[src/rtl/uart_tx_arbiter_if.sv]
// Bundle of byte-producer and UART-side signals shared by the arbiter and whatever drives it.
// master = producers + UART model, slave = the arbiter.
interface uart_tx_arbiter_if #(
    parameter int NUM_SRC = 2,
    parameter int DATA_W  = 8
);
    localparam int GRANT_W = (NUM_SRC > 1) ? $clog2(NUM_SRC) : 1;

    logic [NUM_SRC-1:0]        src_start;
    logic [NUM_SRC*DATA_W-1:0] src_byte;
    logic [NUM_SRC-1:0]        src_lock;
    logic [NUM_SRC-1:0]        src_full;
    logic [NUM_SRC-1:0]        src_overflow;
    logic                      TxD_busy;
    logic                      TxD_Start;
    logic [DATA_W-1:0]         Byte_out;
    logic [GRANT_W-1:0]        grant_id;
    logic                      tx_active;

    modport master (
        output src_start, src_byte, src_lock, TxD_busy,
        input  src_full, src_overflow, TxD_Start, Byte_out, grant_id, tx_active
    );

    modport slave (
        input  src_start, src_byte, src_lock, TxD_busy,
        output src_full, src_overflow, TxD_Start, Byte_out, grant_id, tx_active
    );
endinterface

[src/rtl/uart_tx_arbiter.sv]
// Arbitrates NUM_SRC FIFO-buffered byte sources onto a single UART transmitter,
// fixed-priority or round-robin, with per-source lock for atomic multi-byte frames.
module uart_tx_arbiter #(
    parameter int NUM_SRC    = 2,
    parameter int DATA_W     = 8,
    parameter int FIFO_DEPTH = 4,
    parameter int ARB_MODE   = 0
) (
    input  logic               clk,
    input  logic               rst,
    uart_tx_arbiter_if.slave   bus
);
    localparam int GRANT_W = (NUM_SRC > 1) ? $clog2(NUM_SRC) : 1;
    localparam int PTR_W   = $clog2(FIFO_DEPTH);

    typedef enum logic [1:0] {IDLE, START, WAIT_BUSY, WAIT_DONE} state_t;

    state_t              state_reg, state_next;
    logic [NUM_SRC-1:0]  not_empty, pop_vec, cand, full_vec, ovf_vec;
    logic [DATA_W-1:0]   head [NUM_SRC];
    logic [GRANT_W-1:0]  grant_reg, rr_reg, pick_id, rr_next;
    logic [GRANT_W:0]    idx;
    logic [DATA_W-1:0]   byte_reg;
    logic                lock_held_reg, lock_eff, pick_valid, load_en, done_en;

    assign pop_vec = (state_reg == START) ? (NUM_SRC'(1) << grant_reg) : '0;

    generate
        for (genvar gi = 0; gi < NUM_SRC; gi++) begin : g_fifo
            logic [DATA_W-1:0] mem [FIFO_DEPTH];
            logic [PTR_W-1:0]  wr_ptr_reg, rd_ptr_reg;
            logic [PTR_W:0]    count_reg;
            logic              ovf_reg, full, push, pop;

            assign full = (count_reg == (PTR_W+1)'(FIFO_DEPTH));
            assign pop  = pop_vec[gi];
            // A pop in the same cycle frees a slot, so a push into a full FIFO is still accepted.
            assign push = bus.src_start[gi] && (!full || pop);

            always_ff @(posedge clk) begin
                if (push) begin
                    mem[wr_ptr_reg] <= bus.src_byte[gi*DATA_W +: DATA_W];
                end
            end

            always_ff @(posedge clk or posedge rst) begin
                if (rst) begin
                    wr_ptr_reg <= '0;
                    rd_ptr_reg <= '0;
                    count_reg  <= '0;
                    ovf_reg    <= 1'b0;
                end else begin
                    if (push) wr_ptr_reg <= wr_ptr_reg + PTR_W'(1);
                    if (pop)  rd_ptr_reg <= rd_ptr_reg + PTR_W'(1);
                    if (push && !pop)      count_reg <= count_reg + (PTR_W+1)'(1);
                    else if (pop && !push) count_reg <= count_reg - (PTR_W+1)'(1);
                    if (bus.src_start[gi] && !push) ovf_reg <= 1'b1;
                end
            end

            assign head[gi]      = mem[rd_ptr_reg];
            assign not_empty[gi] = (count_reg != '0);
            assign full_vec[gi]  = full;
            assign ovf_vec[gi]   = ovf_reg;
        end
    endgenerate

    // A held lock only counts while the owner keeps src_lock asserted.
    assign lock_eff = lock_held_reg && bus.src_lock[grant_reg];
    assign cand     = not_empty & (lock_eff ? (NUM_SRC'(1) << grant_reg) : {NUM_SRC{1'b1}});
    assign rr_next  = (grant_reg == GRANT_W'(NUM_SRC - 1)) ? '0 : grant_reg + GRANT_W'(1);

    always_comb begin
        pick_valid = 1'b0;
        pick_id    = '0;
        idx        = '0;
        for (int k = 0; k < NUM_SRC; k++) begin
            idx = (ARB_MODE == 1) ? ({1'b0, rr_reg} + (GRANT_W+1)'(k)) : (GRANT_W+1)'(k);
            if (idx >= (GRANT_W+1)'(NUM_SRC)) idx = idx - (GRANT_W+1)'(NUM_SRC);
            if (!pick_valid && cand[idx[GRANT_W-1:0]]) begin
                pick_valid = 1'b1;
                pick_id    = idx[GRANT_W-1:0];
            end
        end
    end

    always_ff @(posedge clk or posedge rst) begin
        if (rst) state_reg <= IDLE;
        else     state_reg <= state_next;
    end

    always_comb begin
        state_next = state_reg;
        load_en    = 1'b0;
        done_en    = 1'b0;
        case (state_reg)
            IDLE: begin
                if (pick_valid) begin
                    load_en    = 1'b1;
                    state_next = START;
                end
            end
            START:     state_next = bus.TxD_busy ? WAIT_DONE : WAIT_BUSY;
            WAIT_BUSY: if (bus.TxD_busy) state_next = WAIT_DONE;
            WAIT_DONE: begin
                if (!bus.TxD_busy) begin
                    done_en    = 1'b1;
                    state_next = IDLE;
                end
            end
            default:   state_next = IDLE;
        endcase
    end

    always_ff @(posedge clk or posedge rst) begin
        if (rst) begin
            grant_reg     <= '0;
            byte_reg      <= '0;
            rr_reg        <= '0;
            lock_held_reg <= 1'b0;
        end else begin
            if (load_en) begin
                grant_reg <= pick_id;
                byte_reg  <= head[pick_id];
            end
            if (done_en) begin
                rr_reg        <= rr_next;
                lock_held_reg <= bus.src_lock[grant_reg];
            end else if (state_reg == IDLE && lock_held_reg && !bus.src_lock[grant_reg]) begin
                lock_held_reg <= 1'b0;
            end
        end
    end

    assign bus.src_full     = full_vec;
    assign bus.src_overflow = ovf_vec;
    assign bus.TxD_Start    = (state_reg == START);
    assign bus.Byte_out     = byte_reg;
    assign bus.grant_id     = grant_reg;
    assign bus.tx_active    = (state_reg != IDLE);
endmodule

[src/flat_wrapper.sv]
// flat-port wrapper written by rule: the top's interface ports become plain ports
module uart_tx_arbiter_flat 
#(
    parameter int NUM_SRC    = 2,
    parameter int DATA_W     = 8,
    parameter int FIFO_DEPTH = 4,
    parameter int ARB_MODE   = 0
)
  (clk, rst, bus_src_start, bus_src_byte, bus_src_lock, bus_TxD_busy, bus_src_full, bus_src_overflow, bus_TxD_Start, bus_Byte_out, bus_grant_id, bus_tx_active);
  uart_tx_arbiter_if #(.NUM_SRC(NUM_SRC), .DATA_W(DATA_W)) bus_i ();
  input  logic clk;
  input  logic rst;
  input wire logic [$bits(bus_i.src_start)-1:0] bus_src_start;
  input wire logic [$bits(bus_i.src_byte)-1:0] bus_src_byte;
  input wire logic [$bits(bus_i.src_lock)-1:0] bus_src_lock;
  input wire logic [$bits(bus_i.TxD_busy)-1:0] bus_TxD_busy;
  output wire logic [$bits(bus_i.src_full)-1:0] bus_src_full;
  output wire logic [$bits(bus_i.src_overflow)-1:0] bus_src_overflow;
  output wire logic [$bits(bus_i.TxD_Start)-1:0] bus_TxD_Start;
  output wire logic [$bits(bus_i.Byte_out)-1:0] bus_Byte_out;
  output wire logic [$bits(bus_i.grant_id)-1:0] bus_grant_id;
  output wire logic [$bits(bus_i.tx_active)-1:0] bus_tx_active;
  assign bus_i.src_start = bus_src_start;
  assign bus_i.src_byte = bus_src_byte;
  assign bus_i.src_lock = bus_src_lock;
  assign bus_i.TxD_busy = bus_TxD_busy;
  assign bus_src_full = bus_i.src_full;
  assign bus_src_overflow = bus_i.src_overflow;
  assign bus_TxD_Start = bus_i.TxD_Start;
  assign bus_Byte_out = bus_i.Byte_out;
  assign bus_grant_id = bus_i.grant_id;
  assign bus_tx_active = bus_i.tx_active;
  uart_tx_arbiter #(.NUM_SRC(NUM_SRC), .DATA_W(DATA_W), .FIFO_DEPTH(FIFO_DEPTH), .ARB_MODE(ARB_MODE)) u_core (.clk(clk), .rst(rst), .bus(bus_i));
endmodule
[config.mk]
export PLATFORM = sky130hd
export DESIGN_NAME = uart_tx_arbiter_flat
export DESIGN_NICKNAME = d
export VERILOG_FILES = /design/src/rtl/uart_tx_arbiter_if.sv /design/src/rtl/uart_tx_arbiter.sv /design/src/flat_wrapper.sv
export SDC_FILE = /design/constraint.sdc
export NUM_CORES = 1
export LEC_CHECK = 0
export ABC_AREA = 1
export BUFFER_PORTS_ARGS = -buffer_cell sky130_fd_sc_hd__buf_2
export CAP_MARGIN = 10
export CORE_UTILIZATION = 47
export CTS_CLUSTER_SIZE = 30
export DETAILED_ROUTE_END_ITERATION = 12
export PLACE_DENSITY = 0.68
export SLEW_MARGIN = 20
export SYNTH_ARGS = -nofsm -noshare
export SYNTH_HDL_FRONTEND = slang
export SYNTH_SLANG_ARGS = --single-unit
[constraint.sdc]
create_clock -name clk -period 4.8 [get_ports clk]
set_input_delay 0.24 -clock clk [delete_from_list [all_inputs] [get_ports clk]]
set_output_delay 0.24 -clock clk [all_outputs]
set_load 0.02 [all_outputs]
==> qor.yml <==
sta:
  clock.fmax_ghz: 0.405
  setup_tns_ns: 0
  hold_ws_ns: 0.104
  fin_crit_ns: 2.47
  hold_viol: 0
  skew_ns: 0.00474
  rsz0062_at_grt: "no"
  setup_viol: 0
  slew_violations: 0
  max_slew.worst_pin.slew_ns: 0.807
  max_slew_margin: 0.460
  min_period_over_period: 0.515
global_routing:
  grt_pass1_vias: 2587
  track_usage: 0.173
  overflow: 0
  antenna_found_initial: 0
  grt_max_degree: 29
  grt_pass1_wl_um: 12500
detailed_routing:
  ant_nets: 0
  wl_per_cell_um: 13.2
  wl_um: 7520
  drc: 4
  routed_via_density: 4.90
  vias: 2783
  first_pass_iters: 8
  first_iter_violations: 121
layout:
  fin_nets: 495
  post-route-util: 0.538
  syn2layout_area_growth_pct: 10.1
  largest_reg_flops: 64
  layout-drive-gt1-share: 0.163
  diodes: 0
  final_cell_area_mm2: 0.00474
  fillers: 776
power:
  ir_drop_mv: 0.346
  combPwrFrac: 0.386
  power.total_w: 0.00295
  pwr-share-seq: 0.437
  p_sw_frac: 0.403
  switching_power_w: 0.00119
  pwr_density_cell_mw_per_mm2: 624
  power_leakage_nw: 2.19
  clockPowerShare: 0.177
  power.internal_w: 0.00176
placement:
  port_buffers: 37
  globalplace.congestion: 0.784
  postPlaceCellArea_mm2: 0.00452
  place_hpwl_um: 5390
yosys:
  synth.most_common_cell: "nand2_1"
  synth-compound-area-share: 0.0186
  yosys.area.top_type: "edfxtp_1"
  synth_top_area_frac: 0.447
  synth_fa_ha_area_frac: 0.0529
  synth_commonest_cells: "nand2_1, edfxtp_1, inv_1"
  synthTopCellsByArea: "edfxtp_1, dfrtp_1, nand2_1"
  synthXorXnorAreaFrac: 0.0183
  syn_inst: 419
  ys.warnings.count: 0
  yosys.area_share.simple: 0.207
  yosys-mux-area-fraction: 0.00756
  synth_flop_cell: "edfxtp_1"
  synth_top_family_by_area: "simple AND/OR/NAND/NOR gates"
  avgSynthCellArea_um2: 10.3
  ys_seq_area_frac: 0.609
  ys_seq_elements: 92
  ys_async_sr_fraction: 0.304
  synth_edf_count: 64
  synth.distinct_cells: 31
  synth_area_mm2: 0.00430
  synth_nets: 459
floorplanning:
  dieArea_mm2: 0.00954
  initial_core_util: 0.489
  io_pins: 38
  dieHeight_um: 97.7
  die_w_um: 97.7
  rows: 34
  coreArea_mm2: 0.00881
outcome:
  violations: "DRC"
  status: "finished with violations"
setup_path:
  crit_path_end_kind: "flip-flop"
  start_kind: "flip-flop"
  r2r_slack_ns: 2.33
  crit_fanout: 6
  worstPathRequired_ns: 5.07
  crit_type: "flip-flop to flip-flop"
  worstPathArrival_ns: 2.74
clock_tree:
  worstSkewPairLatency_ns: 0.35
  cts_made_buffers: 9
  root_buffer: "clkbuf_8"
  hold_buffers: 0
  clockBufferDepth: 2
  cts_sinks: 92
  clk_pin_slew_worst_paths_ns: 0.08
  cts_resized: 0
  postCtsSetupBuffers: 0
  cts_tree: "built"
  htree_levels: 3
worst_hold_path:
  hold_class: "input port to flip-flop"
run:
  max-cap-violations: 0
[worst paths after layout]
path                                                         start                                        end  cells past startpoint
worst max-delay path               u_core.state_reg[1]$_DFFE_PP0P_  u_core.g_fifo[0].count_reg[2]$_DFFE_PP0P_                     15
worst min-delay path                              bus_src_byte[12]       u_core.g_fifo[1].mem[3][4]$_DFFE_PP_                      1
worst max register to register     u_core.state_reg[1]$_DFFE_PP0P_  u_core.g_fifo[0].count_reg[2]$_DFFE_PP0P_                     15
worst min register to register  u_core.bus.Byte_out[7]$_DFFE_PP0P_         u_core.bus.Byte_out[7]$_DFFE_PP0P_                      2
max in group asynchronous                                      rst         u_core.bus.Byte_out[1]$_DFFE_PP0P_                      3
min in group asynchronous                                      rst  u_core.g_fifo[0].count_reg[0]$_DFFE_PP0P_                      3
[critical path, cell delays in order (launching register included)]
cell	delay (ns)
dfrtp_1	0.42
inv_1	0.13
ha_1	0.24
inv_1	0.08
nor2_1	0.21
inv_2	0.08
nand2_1	0.08
nand2_2	0.10
inv_2	0.09
ha_1	0.14
inv_1	0.07
fa_1	0.38
nor2_1	0.11
nor2_1	0.04
nand2_1	0.06
xor2_1	0.16
[power by group through the flow]
| stage | Sequential (W) | Clock (W) | Combinational (W) |
|---|---|---|---|
| after global routing | 0.00132 | 0.000565 | 0.00131 |
| after detailed placement | 0.00131 | 0 | 0.00115 |
| after global placement | 0.00130 | 0 | 0.00112 |
| after CTS | 0.00129 | 0.000535 | 0.00116 |
| after floorplan | 0.00125 | 0 | 0.000946 |
| final | 0.00129 | 0.000524 | 0.00114 |
[logic make-up after synthesis]
family          after synthesis
mux                           3
buf+inv                      84
flops                        92
xor+xnor                      9
simple gates                202
compound gates               12
fa+ha+maj                    17
[routing by layer]
layer  vias up  track usage  part of all wire
li1       1399            -                 -
met1      1306        0.227              0.45
met2        65        0.275              0.48
met3        13       0.0388             0.047
met4         0       0.0781             0.021
met5         -            0                 0
[per-stage QoR]
step                      cells  setup WS, ns
after floorplan             419          2.44
after global placement      551          2.46
after detailed placement    551          2.35
after CTS                   567          2.31
after global routing        568          2.02
final                       568          2.33
[placed cells by master, fill, tap and decap left out, types with 2 or more instances in the layout]
| master | count |
|---|---|
| ha_1 | 15 |
| dfrtp_1 | 28 |
| a31o_2 | 2 |
| nand3_1 | 49 |
| inv_1 | 63 |
| nor3_1 | 2 |
| a21oi_1 | 3 |
| o21ai_0 | 3 |
| nand2_4 | 2 |
| xnor2_1 | 2 |
| nand2_2 | 4 |
| nand2_1 | 124 |
| fa_1 | 2 |
| edfxtp_1 | 64 |
| nand3_2 | 2 |
| inv_2 | 6 |
| mux2_2 | 2 |
| nor2_1 | 16 |
| clkbuf_8 | 11 |
| o21ai_1 | 2 |
| buf_2 | 37 |
| xor2_1 | 7 |
| clkinv_2 | 2 |
[layout make-up]
type	instances	area, µm²	share of cell area
multi-input cells	243	1310	0.277
well taps	108	135	0.0285
inverters	71	269	0.0568
repair buffers	38	195	0.0412
flip-flops and latches	92	2620	0.554
clock buffers	12	155	0.0328
clock inverters	4	48.8	0.0103
(Power assumes the default switching activity.)
